**config.mk**
```make
export PLATFORM = sky130hd
export DESIGN_NAME = out_fifo_stage
export DESIGN_NICKNAME = d
export VERILOG_FILES = /design/src/rtl/out_fifo_stage.sv
export SDC_FILE = /design/constraint.sdc
export NUM_CORES = 1
export LEC_CHECK = 0
export ABC_AREA = 1
export BUFFER_PORTS_ARGS = -buffer_cell sky130_fd_sc_hd__buf_4
export CAP_MARGIN = 20
export CORE_MARGIN = 4
export CORE_UTILIZATION = 30
export CTS_CLUSTER_SIZE = 25
export DETAILED_ROUTE_END_ITERATION = 10
export PLACE_DENSITY_LB_ADDON = 0.3
export SETUP_SLACK_MARGIN = 0.02
export SKIP_CTS_REPAIR_TIMING = 1
export SYNTH_ARGS = -nofsm -noshare
export SYNTH_HDL_FRONTEND = slang
export SYNTH_SLANG_ARGS = --single-unit
```
**constraint.sdc**
```tcl
create_clock -name clk -period 4.6 [get_ports clk]
set_clock_uncertainty 0.2 [all_clocks]
set_input_delay 0.92 -clock clk [delete_from_list [all_inputs] [get_ports clk]]
set_output_delay 0.92 -clock clk [all_outputs]
set_load 0.05 [all_outputs]
```
**src/rtl/out_fifo_stage.sv**
```systemverilog
// rtl/out_fifo_stage.sv - fall-through FIFO stage between the channel arbiter and the output consumer
// Optional per-channel pop statistics are enabled with OUT_FIFO_STATS_EN.
module out_fifo_stage #(
  parameter int  DATA_W = 32,
  parameter int  CH_NUM = 8,
  parameter int  DEPTH  = 8,
  localparam int ID_W   = $clog2(CH_NUM),
  localparam int CNT_W  = $clog2(DEPTH) + 1
) (
  input  logic              clk,
  input  logic              reset_n,
  input  logic              in_valid,
  output logic              in_ready,
  input  logic [DATA_W-1:0] in_data,
  input  logic [ID_W-1:0]   in_id,
  output logic              out_valid,
  input  logic              out_ready,
  output logic [DATA_W-1:0] out_data,
  output logic [ID_W-1:0]   out_id,
  output logic [CNT_W-1:0]  count,
  output logic              full,
  output logic              empty
`ifdef OUT_FIFO_STATS_EN
  ,
  input  logic [ID_W-1:0]   stat_sel,
  input  logic              stat_clr,
  output logic [15:0]       stat_cnt
`endif
);

  localparam int                PTR_W    = $clog2(DEPTH);
  localparam logic [CNT_W-1:0]  FULL_CNT = CNT_W'(DEPTH);

  logic [DATA_W-1:0] r_mem_data [DEPTH];
  logic [ID_W-1:0]   r_mem_id   [DEPTH];
  logic [PTR_W-1:0]  r_wr_ptr;
  logic [PTR_W-1:0]  r_rd_ptr;
  logic [CNT_W-1:0]  r_count;

  logic w_push;
  logic w_pop;

  // Handshake flags come only from registered occupancy, so out_ready never reaches in_ready.
  assign full      = (r_count == FULL_CNT);
  assign empty     = (r_count == '0);
  assign in_ready  = !full;
  assign out_valid = !empty;
  assign count     = r_count;

  assign w_push = in_valid && in_ready;
  assign w_pop  = out_valid && out_ready;

  assign out_data = empty ? '0 : r_mem_data[r_rd_ptr];
  assign out_id   = empty ? '0 : r_mem_id[r_rd_ptr];

  always_ff @(posedge clk) begin
    if (w_push) begin
      r_mem_data[r_wr_ptr] <= in_data;
      r_mem_id[r_wr_ptr]   <= in_id;
    end
  end

  always_ff @(posedge clk or negedge reset_n) begin
    if (!reset_n) begin
      r_wr_ptr <= '0;
      r_rd_ptr <= '0;
      r_count  <= '0;
    end else begin
      if (w_push) r_wr_ptr <= r_wr_ptr + PTR_W'(1);
      if (w_pop)  r_rd_ptr <= r_rd_ptr + PTR_W'(1);
      case ({w_push, w_pop})
        2'b10:   r_count <= r_count + CNT_W'(1);
        2'b01:   r_count <= r_count - CNT_W'(1);
        default: r_count <= r_count;
      endcase
    end
  end

`ifdef OUT_FIFO_STATS_EN
  logic [15:0] r_stat_cnt [CH_NUM];

  // Clear takes priority over a same-cycle pop; counters stick at all-ones.
  always_ff @(posedge clk or negedge reset_n) begin
    if (!reset_n) begin
      for (int i = 0; i < CH_NUM; i++) r_stat_cnt[i] <= '0;
    end else if (stat_clr) begin
      for (int i = 0; i < CH_NUM; i++) r_stat_cnt[i] <= '0;
    end else if (w_pop && (int'(out_id) < CH_NUM)) begin
      if (r_stat_cnt[out_id] != 16'hFFFF) r_stat_cnt[out_id] <= r_stat_cnt[out_id] + 16'd1;
    end
  end

  assign stat_cnt = (int'(stat_sel) < CH_NUM) ? r_stat_cnt[stat_sel] : 16'h0000;
`endif

endmodule

```
; ---- After elaboration in Yosys (flattened, before gate mapping)
; Memory sizes are Yosys's and may differ from the RTL's.
; Index checks and enable logic that the tools add are counted.
[totals]
reg_bits = 10
latch_bits = 0
ramBits = 280
rom_bits = 0
in_bits = 39
out_inout_bits = 43
word_cells = 23
memories = 2
[op_classes]
addsub = 4
multipliers = 0
div_mod_pow = 0
n_lt_le_gt_ge = 0
n_eq_ne = 3
shifts = 0
muxes = 5
bitwise_logic = 0
reduce_logical = 6
[mem_list]
columns = memory, depth, width, rd, rd_ports_with_merged_regs, write_ports, line_no
row1 = r_mem_data, 8, 32, 1, 0, 1, 34  ; logic [DATA_W-1:0] r_mem_data [DEPTH];
row2 = r_mem_id, 8, 3, 1, 0, 1, 35  ; logic [ID_W-1:0] r_mem_id [DEPTH];
[op_table]
columns = op, n
row1 = 2-to-1 mux 32 bit, 1
row2 = case mux 4 bit (2 select lines), 1
row3 = adder 3 x 1 -> 3 bit (second input constant), 2
row4 = adder 4 x 1 -> 4 bit (second input constant), 1
row5 = == test 4 bit (second input constant), 1
row6 = zero test 4 bit, 1
row7 = subtractor 4 x 1 -> 4 bit (second input constant), 1
row8 = 2-to-1 mux 3 bit, 1
row9 = == test 2 x 1 -> 1 bit (second input constant), 1
row10 = == test 2 bit (second input constant), 1
row11 = logical AND 1 bit, 2
row12 = zero test 1 bit, 2
row13 = 2-to-1 mux 1 bit, 2
row14 = nonzero test 2 bit, 1

; ---- Depth between registers and ports, before layout
[logic_depth]
depth_word = 5
mapped_depth = 13
ltp_nobuf = 13

; ---- Least setup slack after synthesis
; No wires, ideal clock.
[synth_timing]
path_kind = register to register
start = register r_count[2] (netlist: count[2])
end = memory r_mem_data[0][0] (enable)
setup_ns = 0.427
arrival_ns = 3.304
t_required_ns = 3.973
path_slack_ns = 0.669
stages_incl_launch_ff = 6
path_buffers = 0
synth_period_minus_slack_ns = 3.931
path_cell_list = dfrtp_1 -> inv_1 -> nand3_1 -> nand2_1 -> or2_2 -> nor2_1
[synth_between]
elab_chain_cells = 5
[synth_lines]
columns = element, line_no
row1 = start: declaration, 38  ; logic [CNT_W-1:0] r_count;
row2 = start signal: assignment, 72  ; 2'b10: r_count <= r_count + CNT_W'(1);
row3 = start signal: assignment, 73  ; 2'b01: r_count <= r_count - CNT_W'(1);
row4 = start signal: assignment, 74  ; default: r_count <= r_count;
row5 = == test 4 bit, 44  ; assign full = (r_count == FULL_CNT);
row6 = zero test 1 bit, 46  ; assign in_ready = !full;
row7 = via in_ready, 13  ; output logic in_ready,
row8 = logical AND 1 bit, 50  ; assign w_push = in_valid && in_ready;
row9 = 2-to-1 mux 1 bit, 57  ; if (w_push) begin
row10 = 2-to-1 mux 1 bit (not written as such), 58  ; r_mem_data[r_wr_ptr] <= in_data;
row11 = end: declaration, 34
; The timed path passes the listed nets, and every way through them passes these cells.

; ---- Worst setup path after layout
[layout_timing]
start = register r_rd_ptr[0]
end = output port out_data[24]
[layout_between]
elab_chain_cells = 2
[layout_lines]
columns = element, line_no
row1 = start: declaration, 37  ; logic [PTR_W-1:0] r_rd_ptr;
row2 = start signal: assignment, 70  ; if (w_pop) r_rd_ptr <= r_rd_ptr + PTR_W'(1);
row3 = memory read (8 x 32 bit), n/a
row4 = 2-to-1 mux 32 bit, 53  ; assign out_data = empty ? '0 : r_mem_data[r_rd_ptr];
row5 = end: declaration, 18  ; output logic [DATA_W-1:0] out_data,
; No other way between the ends.

==> metrics.yaml <==
finish:
  drive_gt1_frac: 0.158
  nets: 1030
  regArea_mm2: 0.00867
  n_antenna_cell: 0
  nFillCells: 3691
  multi_input_area_mm2: 0.00261
  areaGrowthSynthToFinish_pct: 18.9
floorplanning:
  die_area_mm2: 0.0417
  io-pin-count: 82
  fp-row-count: 71
  start_util: 0.305
  die_w_um: 204
  core_mm2: 0.0378
  die_h_um: 204
sta:
  setup_ws_ns: 0.654
  slew_viol_final: 0
  fmax_ghz: 0.253
  rsz0062_at_grt: "no"
  hold_violations: 0
  min_period_ns: 3.95
  slew_headroom: 0.390
  setup_viol_count_final: 0
  tightestPinTransition_ns: 0.911
  finalCritPeriodShare: 0.858
  tns_ns: 0
synth:
  synth_ff_type: "edfxtp_1"
  yosysWarnings: 0
  async_flop_share: 0.0345
  netlist.area_leader.share: 0.728
  yosys-top-cells-count: "280 x edfxtp_1, 257 x nor2_1, 89 x o21ai_0"
  ys_types: 21
  synth_seq_cells: 290
  syn_area_per_cell_um2: 12.7
  ys_seq_area_frac: 0.750
  synth_edf_count: 280
  netlist_instances: 908
  synth_area_mm2: 0.0115
  yosysMostFrequentCell: "edfxtp_1"
  synthesis.nets: 952
  yosys-top-cells-area: "edfxtp_1 73%, nor2_1 8.4%, o21ai_0 3.9%, o21ai_1 2.4%, o211ai_1 2.3%"
  yosysTopAreaCell: "edfxtp_1"
global_route:
  grt_pass1_wl_um: 42100
  grt_start_max_net_pins: 72
  grt_pass1_vias: 6944
  antenna_found_initial: 1
  grt_usage: 0.129
  grt_remaining_overflow: 0
routing:
  num_vias: 7173
  drt-initial-drc-count: 501
  wl_um: 27600
  drc: 0
  routed_via_density: 4.72
  antenna_left: 0
  drt-pass1-iter-count: 4
  wl_per_cell_um: 18.2
power_and_ir_drop:
  peakVddDrop_uv: 409
  p_leak_uw: 0.00474
  p_per_area_mw_per_mm2: 763
worst_setup_path:
  crit_chain: "inv_4, buf_4, nor2_1, o22ai_1, nor2_1, nor2_1, buf_4"
  cpPeakStageDelay_ns: 0.60
  start_kind: "flip-flop"
  worstSetupEndpointType: "output port"
  cp.required_ns: 3.48
  worst-setup-path-type: "flip-flop to output port"
  cp_slowest_cell: "inv_4"
  crit_top_cell: "nor2_1"
  worstPathMaxFanout: 71
  crit_arrival_ns: 2.83
clock_network:
  numCtsBuffers: 30
  clock_latency_ns: 0.55
  cts_tree: "done"
  htreeDepth: 1
  cts-root-buf: "clkbuf_16"
  clk_pin_slew_worst_paths_ns: 0.06
  cts_max_path_buffers: 3
  clock-sinks: 290
placed_design:
  io_buffers: 81
  dp_worst_setup_slack_ns: 1.22
  dpl.hpwl_um: 14400
  place.gp.congestion: 0.714
hold_path:
  min-delay-path-class: "flip-flop to flip-flop"
flow_run:
  cap_violations: 0
outcome:
  run_status: "completed"
## layout make-up
| cell class | instances | share of cell area |
|---|---|---|
| sequential | 290 | 0.631 |
| multi-input combinational | 549 | 0.190 |
| timing repair buffer | 102 | 0.0569 |
| clock buffer | 35 | 0.0560 |
| tap | 511 | 0.0466 |
| clock inverter | 20 | 0.0159 |
| inverter | 13 | 0.00374 |
## flip-flops by register name, summed over array words and instances (netlist names)
signal and cells:
count 4, r_mem_data 256, r_mem_id 24, r_rd_ptr 3
r_wr_ptr 3
## where the power goes
group | internal [uW] | switching [uW] | total, uW
registers | 3340 | 186 | 3520
clock network | 1420 | 1000 | 2430
logic | 1230 | 3290 | 4520
## per-layer routing
layer | global-route usage | wire length, um
met2 | 0.212 | 13100
met4 | 0.0352 | 451
met1 | 0.178 | 12800
met3 | 0.0221 | 1280
met5 | 0 | 11
## cell usage in the layout, fill, tap and decap left out
cell type | netlist | routed
a21oi_1 | 1 | 1
clkinv_2 | 0 | 4
clkinv_8 | 0 | 1
dfrtp_4 | 0 | 2
o22ai_1 | 35 | 35
clkbuf_1 | 25 | 5
nor2_1 | 257 | 249
buf_4 | 5 | 100
xnor2_1 | 3 | 3
inv_4 | 0 | 1
clkbuf_16 | 0 | 30
inv_2 | 1 | 1
dlygate4sd3_1 | 0 | 1
nand2_2 | 0 | 1
nor2_4 | 0 | 8
inv_1 | 12 | 11
xor2_1 | 3 | 3
dfrtp_1 | 10 | 7
or2_2 | 1 | 1
clkinvlp_4 | 0 | 2
dfrtp_2 | 0 | 1
inv_8 | 0 | 1
o211ai_1 | 35 | 35
clkinv_1 | 0 | 7
ha_1 | 5 | 5
bufinv_16 | 0 | 4
o21ai_1 | 55 | 55
o21ai_0 | 89 | 89
nand3_1 | 4 | 4
edfxtp_1 | 280 | 280
nand2_1 | 61 | 60
buf_12 | 0 | 1
clkinv_4 | 0 | 1
## kinds of logic after synthesis
kind of cell	share of synthesized area
simple gates	0.106
fa+ha+maj	0.00542
buf+inv	0.0300
flops	0.750
compound gates	0.105
xor+xnor	0.00455
## worst max-delay path, delay by kind of cell, from the launching register on
| kind | cells | cell delay (ns) |
|---|---|---|
| simple gates | 3 | 0.33 |
| flops | 1 | 0.58 |
| buf+inv | 3 | 1.18 |
| compound gates | 1 | 0.16 |
## final timing paths
check / startpoint / endpoint / slack [ns] / cells past startpoint
setup / recovery: r_rd_ptr[0] / out_data[24] / 0.65 / 7
max in group asynchronous: reset_n / r_rd_ptr[1] / 3.48 / 2
setup reg to reg: count[1] / count[2] / 1.61 / 12
min in group asynchronous: reset_n / count[0] / 0.55 / 2
hold / removal: r_wr_ptr[0] / r_wr_ptr[0] / 0.35 / 2
hold reg to reg: r_wr_ptr[0] / r_wr_ptr[0] / 0.35 / 2
## stage by stage
| stage | hold slack, ns | util | std cells | power, uW | instance area [um^2] |
|---|---|---|---|---|---|
| 2_1_floorplan | 0.293 | - | 908 | 6740 | 11500 |
| 3_3_place_gp | 0.320 | 0.336 | 1464 | 8160 | 12700 |
| 3_5_place_dp | 0.331 | 0.336 | 1464 | 8180 | 12700 |
| 4_1_cts | -0.0172 | 0.363 | 1519 | 10600 | 13700 |
| 5_1_grt | 0.369 | 0.363 | 1520 | 11100 | 13700 |
| 6_report | 0.351 | 0.363 | 1520 | 10500 | 13700 |
(Power assumes the default switching activity.)
